===== config.mk =====
export PLATFORM = sky130hd
export DESIGN_NAME = uart_rx
export DESIGN_NICKNAME = d
export VERILOG_FILES = /design/src/rtl/uart_rx.sv
export SDC_FILE = /design/constraint.sdc
export NUM_CORES = 1
export LEC_CHECK = 0
export ABC_AREA = 1
export BUFFER_PORTS_ARGS = -buffer_cell sky130_fd_sc_hd__buf_2
export CAP_MARGIN = 10
export CELL_PAD_IN_SITES_DETAIL_PLACEMENT = 1
export CELL_PAD_IN_SITES_GLOBAL_PLACEMENT = 1
export CORE_ASPECT_RATIO = 0.5
export CORE_MARGIN = 2
export CORE_UTILIZATION = 47
export DETAILED_ROUTE_END_ITERATION = 10
export PLACE_DENSITY = 0.91
export REMOVE_ABC_BUFFERS = 1
export SYNTH_ARGS = -nofsm -noshare
export SYNTH_HDL_FRONTEND = slang
export SYNTH_SLANG_ARGS = --single-unit

===== constraint.sdc =====
create_clock -name clk -period 3.5 [get_ports clk]
set_input_delay 0.35 -clock clk [delete_from_list [all_inputs] [get_ports clk]]
set_output_delay 0.35 -clock clk [all_outputs]
set_load 0.01 [all_outputs]

===== src/rtl/uart_rx.sv =====
// 16x oversampling UART receiver: 8 data bits LSB first, optional odd/even parity, one stop bit.
// Shares the transmitter's baud_rate / parity_type encoding so both ends use one configuration.
module uart_rx #(
   parameter int CLK_FREQ   = 50000000,
   parameter int OVERSAMPLE = 16
) (
   input  logic       clk,
   input  logic       rst_system,
   input  logic       rx_in,
   input  logic [1:0] parity_type,
   input  logic [1:0] baud_rate,
   output logic [7:0] data_out,
   output logic       rx_done,
   output logic       parity_error,
   output logic       frame_error,
   output logic       rx_active
);

   localparam int DIV_2400  = (CLK_FREQ + (OVERSAMPLE * 2400)  / 2) / (OVERSAMPLE * 2400);
   localparam int DIV_4800  = (CLK_FREQ + (OVERSAMPLE * 4800)  / 2) / (OVERSAMPLE * 4800);
   localparam int DIV_9600  = (CLK_FREQ + (OVERSAMPLE * 9600)  / 2) / (OVERSAMPLE * 9600);
   localparam int DIV_19200 = (CLK_FREQ + (OVERSAMPLE * 19200) / 2) / (OVERSAMPLE * 19200);
   localparam logic [3:0] MID_CNT  = 4'(OVERSAMPLE / 2 - 1);
   localparam logic [3:0] LAST_CNT = 4'(OVERSAMPLE - 1);

   typedef enum logic [2:0] {
      IDLE,
      START,
      DATA,
      PARITY,
      STOP,
      FINISH,
      BREAK
   } state_t;

   state_t      state, state_nxt;
   logic        rx_meta_p0, rx_s;
   logic [15:0] tick_cnt;
   logic [15:0] div_q;
   logic [3:0]  s_cnt;
   logic [2:0]  bit_cnt;
   logic [1:0]  par_q;
   logic [7:0]  shift_q;
   logic        par_bad_q;
   logic        stop_q;
   logic        tick;
   logic        mid_pt;
   logic        bit_pt;
   logic        par_en;
   logic        par_exp;
   logic        start_det;
   logic [15:0] div_sel;

   function automatic logic [15:0] baud_div(input logic [1:0] sel);
      case (sel)
         2'b00:   baud_div = 16'(DIV_2400);
         2'b01:   baud_div = 16'(DIV_4800);
         2'b10:   baud_div = 16'(DIV_9600);
         default: baud_div = 16'(DIV_19200);
      endcase
   endfunction

   function automatic logic parity_bit(input logic [1:0] mode, input logic [7:0] d);
      parity_bit = (mode == 2'b10) ? (^d) : ~(^d);
   endfunction

   assign div_sel   = baud_div(baud_rate);
   assign tick      = (tick_cnt == div_q - 16'd1);
   // START measures half a bit from the falling edge; later bits are a full bit apart
   assign mid_pt    = tick && (s_cnt == MID_CNT);
   assign bit_pt    = tick && (s_cnt == LAST_CNT);
   assign par_en    = (par_q == 2'b01) || (par_q == 2'b10);
   assign par_exp   = parity_bit(par_q, shift_q);
   assign start_det = (state == IDLE) && !rx_s;

   always_comb begin
      state_nxt = state;
      rx_active = 1'b0;
      case (state)
         IDLE: begin
            if (!rx_s) state_nxt = START;
         end
         START: begin
            rx_active = 1'b1;
            if (mid_pt) state_nxt = rx_s ? IDLE : DATA;
         end
         DATA: begin
            rx_active = 1'b1;
            if (bit_pt && (bit_cnt == 3'd7)) state_nxt = par_en ? PARITY : STOP;
         end
         PARITY: begin
            rx_active = 1'b1;
            if (bit_pt) state_nxt = STOP;
         end
         STOP: begin
            rx_active = 1'b1;
            if (bit_pt) state_nxt = FINISH;
         end
         FINISH: begin
            rx_active = 1'b1;
            state_nxt = stop_q ? IDLE : BREAK;
         end
         BREAK: begin
            if (rx_s) state_nxt = IDLE;
         end
         default: state_nxt = IDLE;
      endcase
   end

   // synchronizer and control state
   always_ff @(posedge clk) begin
      if (!rst_system) begin
         state      <= IDLE;
         rx_meta_p0 <= 1'b1;
         rx_s       <= 1'b1;
         tick_cnt   <= '0;
         s_cnt      <= '0;
         bit_cnt    <= '0;
         div_q      <= 16'(DIV_9600);
         par_q      <= 2'b00;
      end else begin
         state      <= state_nxt;
         rx_meta_p0 <= rx_in;
         rx_s       <= rx_meta_p0;

         if (state == IDLE || tick) tick_cnt <= '0;
         else                       tick_cnt <= tick_cnt + 16'd1;

         if (state == IDLE || (state == START && mid_pt)) s_cnt <= '0;
         else if (tick)                                    s_cnt <= s_cnt + 4'd1;

         if (state == IDLE)              bit_cnt <= '0;
         else if (state == DATA && bit_pt) bit_cnt <= bit_cnt + 3'd1;

         // configuration is frozen for the whole frame
         if (start_det) begin
            div_q <= div_sel;
            par_q <= parity_type;
         end
      end
   end

   // bit capture
   always_ff @(posedge clk) begin
      if (state == DATA && bit_pt)   shift_q   <= {rx_s, shift_q[7:1]};
      if (state == PARITY && bit_pt) par_bad_q <= rx_s ^ par_exp;
      if (state == STOP && bit_pt)   stop_q    <= rx_s;
   end

   // frame result
   always_ff @(posedge clk) begin
      if (!rst_system) begin
         data_out     <= '0;
         rx_done      <= 1'b0;
         parity_error <= 1'b0;
         frame_error  <= 1'b0;
      end else begin
         rx_done <= (state == FINISH);
         if (state == FINISH) begin
            data_out     <= shift_q;
            parity_error <= par_en & par_bad_q;
            frame_error  <= ~stop_q;
         end
      end
   end

endmodule


======== After elaboration in Yosys (flattened, before gate mapping) ========
Cells that the tools add are included.
operators by class
  add/sub/neg operators ................... 4
  eq/ne operators ......................... 20
  mux-type cells .......................... 13
  bitwise logic cells ..................... 5
  reductions and logical operators ........ 20
operators with widths
  operator               count
  $pmux 11 s3            1
  $mux 3                 8
  $pmux 3 s7             1
  $add 16x1->16 const B  1
  $eq 16x16->1           1
  $sub 16x1->16 const B  1
  $eq 3x3->1 const B     4
  $ne 2x2->1 const B     6
  $logic_and 1x1->1      8
  $reduce_xor 8->1       1
  $eq 3x2->1 const B     2
  $reduce_and 6->1       1
  $reduce_or 2->1        3
  $reduce_or 5->1        1
  $add 4x1->4 const B    1
  $eq 2x1->1 const B     2
  $eq 2x2->1 const B     2
  $eq 4x3->1 const B     1
  $eq 4x4->1 const B     1
  $add 3x1->3 const B    1
  $eq 3x1->1 const B     1
  $logic_not 3->1        1
  $logic_or 1x1->1       3
  $not 1->1              3
  other kinds (6)        7
word-level totals
  register bits ........................... 67
  input bits .............................. 7
  logic and storage cells ................. 77

======== Longest topological paths before layout ========
  depth in word-level cells ............... 6
  depth in mapped cells ................... 13
  mapped depth without buffers ............ 13

======== Worst setup path before layout ========
OpenSTA, ideal clock, no wires.
  kind .................................... flip-flop to flip-flop
  from .................................... reg tick_cnt[1]
  to ...................................... reg tick_cnt[14]
  arrival ................................. 1.365 ns
  path slack .............................. 2.018 ns
  cell stages (with the launch flop) ...... 11
  buffers on the path ..................... 0
  clock period less this slack ............ 1.482 ns
  cell sequence ........................... dfxtp_1 -> ha_1 -> nand2_1 -> nor3_2 -> nand2_1 -> inv_2 -> nand2_1 -> nor2_2 -> nand3_1 -> nor2_1 -> nor3b_2
between the ends
  word-level cells in the longest chain between the ends .. 3
  elaborated cells between the ends (all ways) .. 4
  classes of those cells .................. add/sub: 1; eq/ne: 1; reduce/logical: 2
RTL lines
  item                                                                   line  text
  start, declared                                                        38    logic [15:0] tick_cnt;
  start signal, assigned                                                 127   else tick_cnt <= tick_cnt + 16'd1;
  parallel branches: the longest is 3 deep, another holds $add 16x1->16  -
Parallel ways; which one is timed is not known.
A chain may end at the register's enable or synchronous reset.

======== Worst setup path after layout ========
  from .................................... reg state[2]
  to ...................................... out rx_active
between the ends
  word-level cells in the longest chain between the ends .. 3
  elaborated cells between the ends (all ways) .. 7
  classes of those cells .................. eq/ne: 5; mux: 1; reduce/logical: 1
RTL lines
  item                                      line  text
  start, declared                           36    state_t state, state_nxt;
  start signal, assigned                    122   state <= state_nxt;
  $eq 3x1->1, or another cell as far along  79    case (state)
  $reduce_or 5->1 (no source line) (*)      -
  $mux 1 (*)                                79
  end, declared                             16    output logic rx_active
Mark *: on every way between the ends. The rest lies on a longest branch, timed or not.

==> impl_metrics.toml <==
[power]
p_leak_uw = 0.001344
pwr-share-comb_pct = 25.1
power.density_nw_per_um2 = 690.5
ir_worst_vdd_mv = 0.5001
internal-power_uw = 1443
swShare_pct = 34.63
p_switching_uw = 764.4
p_seq_share_pct = 35.2
clock_power_share_pct = 39.6

[grt]
grt_pass1_wl_um = 14480
grtUsageTotal_pct = 29.67
antenna_found_initial = 0
overflow = 0
grt_max_degree = 18
grt_pass1_vias = 2859

[layout]
area_growth_pct = 16.99
fin_util_pct = 57.71
drive_above_1_share_pct = 17.51
fillCellCount = 704
num-nets-final = 401
fin_area_um2 = 3197
antenna_cells = 0

[min_path]
hold_path.class = "in2reg"

[placement]
gp_congestion = 0.9070
dpl_cell_area_um2 = 2899
io_buffers = 18
dp_hpwl_um = 5217

[drt]
drc_errors = 0
drt-total-wl_um = 8719
dr.pass1.iters = 4
num_vias = 2542
drt-initial-drc-count = 177
post_drt_via_cell_ratio = 5.443
wl_per_cell_um = 18.67
postRouteAntennaNets = 0

[worst_setup_path]
critical_path.slowest_cell = "dfxtp_1"
worstPathRequired_ps = 3150
crit_arrival_ps = 1660
path_cells = "inv_1, nand2_1, inv_2, a21oi_1, buf_2"
critPathTopFamily = "flip-flops"
r2r_setup_slack_ps = 1580
crit_type = "reg2out"
path_buf_inv = 3
end_kind = "primary output"
startpoint_type = "flop"
slowest_delay_ps = 500
worst-path-max-fanout = 7

[clocking]
cts_made_buffers = 9
cts_tree = "done"
cts_hold_buf = 0
ctsResizeCount = 0
insertion_delay_ps = 330
cts_sinks = 57
clockRootBuffer = "clkbuf_16"
clkTransAtPathRegs_ps = 50
postCtsSetupBuffers = 0
max-clock-path-buffers = 2
h-tree-depth = 3

[floorplan]
initial_core_util_pct = 49.33
row_count = 19
dieArea_um2 = 6477
ioPinCount = 19
dieWidth_um = 111.8
die_h_um = 57.92
core-area_um2 = 5539

[yosys]
synth_top_area_share_pct = 34.43
synth-seq-area-share_pct = 45.42
synth_area_leaders = "dfxtp_1 (34%), edfxtp_1 (11%), nand2_1 (11%)"
ys_warn_count = 0
syn_area_um2 = 2733
synth.largest_area_cell = "dfxtp_1"
synth.distinct_cells = 32
synthCells = 363
ys_ff_latch = 57
syn_avg_cell_area_um2 = 7.528

[timing]
fmax_mhz = 497.4
skew_ps = 8.016
finalHoldViolCount = 0
worst-slew-pin-transition_ps = 471.1
report.final.slew_viol_count = 0
fin_crit_sh_pct = 57.44
setup_violations = 0
period_minus_slack_ps = 2010
slew_headroom_pct = 68.50
rsz0062_at_grt = "no"
final.setup.tns_ps = 0

[run]
cap_violations = 0

[status]
status = "finished clean"
[final timing paths]
check	start	to	depth (start not counted)
max	state[2]	rx_active	5
min reg2reg	rx_meta_p0	rx_s	1
min	rx_in	rx_meta_p0	2
max reg2reg	div_q[4]	shift_q[4]	10
[synth_stat cells, drive strengths merged]
library cell	number
nor4	1
buf	1
clkbuf	2
nand4	3
a21boi	1
ha	5
inv	51
a211oi	1
a21oi	14
o21bai	1
xnor2	3
nand3	14
nor3b	6
nor2	71
nand2	85
o22ai	1
o2111ai	1
nor3	8
o21ai	22
edfxtp	10
xor2	11
o211ai	2
dfxtp	47
or2	2
[registers in the layout, indices dropped and copies added, names as in the netlist]
register      flops
div_q             6
s_cnt             4
frame_error       1
parity_error      1
par_q             2
tick_cnt         16
rx_meta_p0        1
rx_done           1
bit_cnt           3
rx_s              1
stop_q            1
shift_q           8
par_bad_q         1
data_out          8
state             3
[power groups by stage]
stage	Combinational, µW	Sequential (µW)	Clock, µW
final	555	778	875
after global routing	611	780	912
after CTS	552	775	883
after detailed placement	515	783	0
after global placement	470	774	0
after floorplan	362	771	0
[cells by family after synthesis]
logic type,count (synthesis),share of synthesized area [%]
DFF,57,45.42
and+or+nand+nor,190,31.55
AOI/OAI and AO/OA,43,8.700
xor gates and xnor gates,14,4.487
adders and majority gates,5,2.289
buffers and inverters,54,7.555
[through the flow]
| step | instances | total power (µW) | setup slack [ps] | hold slack [ps] |
|---|---|---|---|---|
| after floorplan | 360 | 1134 | 2011 | 392.5 |
| after global placement | 451 | 1244 | 1790 | 399.3 |
| after detailed placement | 451 | 1298 | 1713 | 405.0 |
| after CTS | 467 | 2211 | 1486 | 211.6 |
| after global routing | 467 | 2303 | 1419 | 231.2 |
| final | 467 | 2207 | 1490 | 219.1 |
[routing by layer]
| layer | share of wire, % | track usage, % | routed length [µm] | vias up |
|---|---|---|---|---|
| met3 | 4.7 | 10.25 | 411 | 37 |
| met2 | 50 | 54.63 | 4331 | 74 |
| met1 | 41 | 30.83 | 3599 | 1234 |
| li1 | - | - | - | 1197 |
| met5 | 0 | 0 | 0 | - |
| met4 | 4.3 | 15.52 | 376 | 0 |
[area by class of cell]
type | instances | area [µm²] | area share (%)
Multi-Input combinational cell | 252 | 1285 | 40.20
Sequential cell | 57 | 1241 | 38.83
Clock buffer | 11 | 242.7 | 7.593
Inverter | 51 | 191.4 | 5.988
Tap cell | 73 | 91.34 | 2.857
Timing Repair Buffer | 18 | 90.09 | 2.818
Clock inverter | 5 | 55.05 | 1.722
[cells in the final DEF, fill, tap and decap left out, drive strengths merged, types with 10 or more instances in the layout]
cell type / netlist / final
dfxtp: 47 / 47
edfxtp: 10 / 10
nor2: 71 / 71
nand3: 14 / 14
o21ai: 22 / 22
a21oi: 14 / 14
nand2: 85 / 85
inv: 51 / 51
xor2: 11 / 11
buf: 1 / 18
clkbuf: 2 / 11
Power figures use the tool's default switching activity.
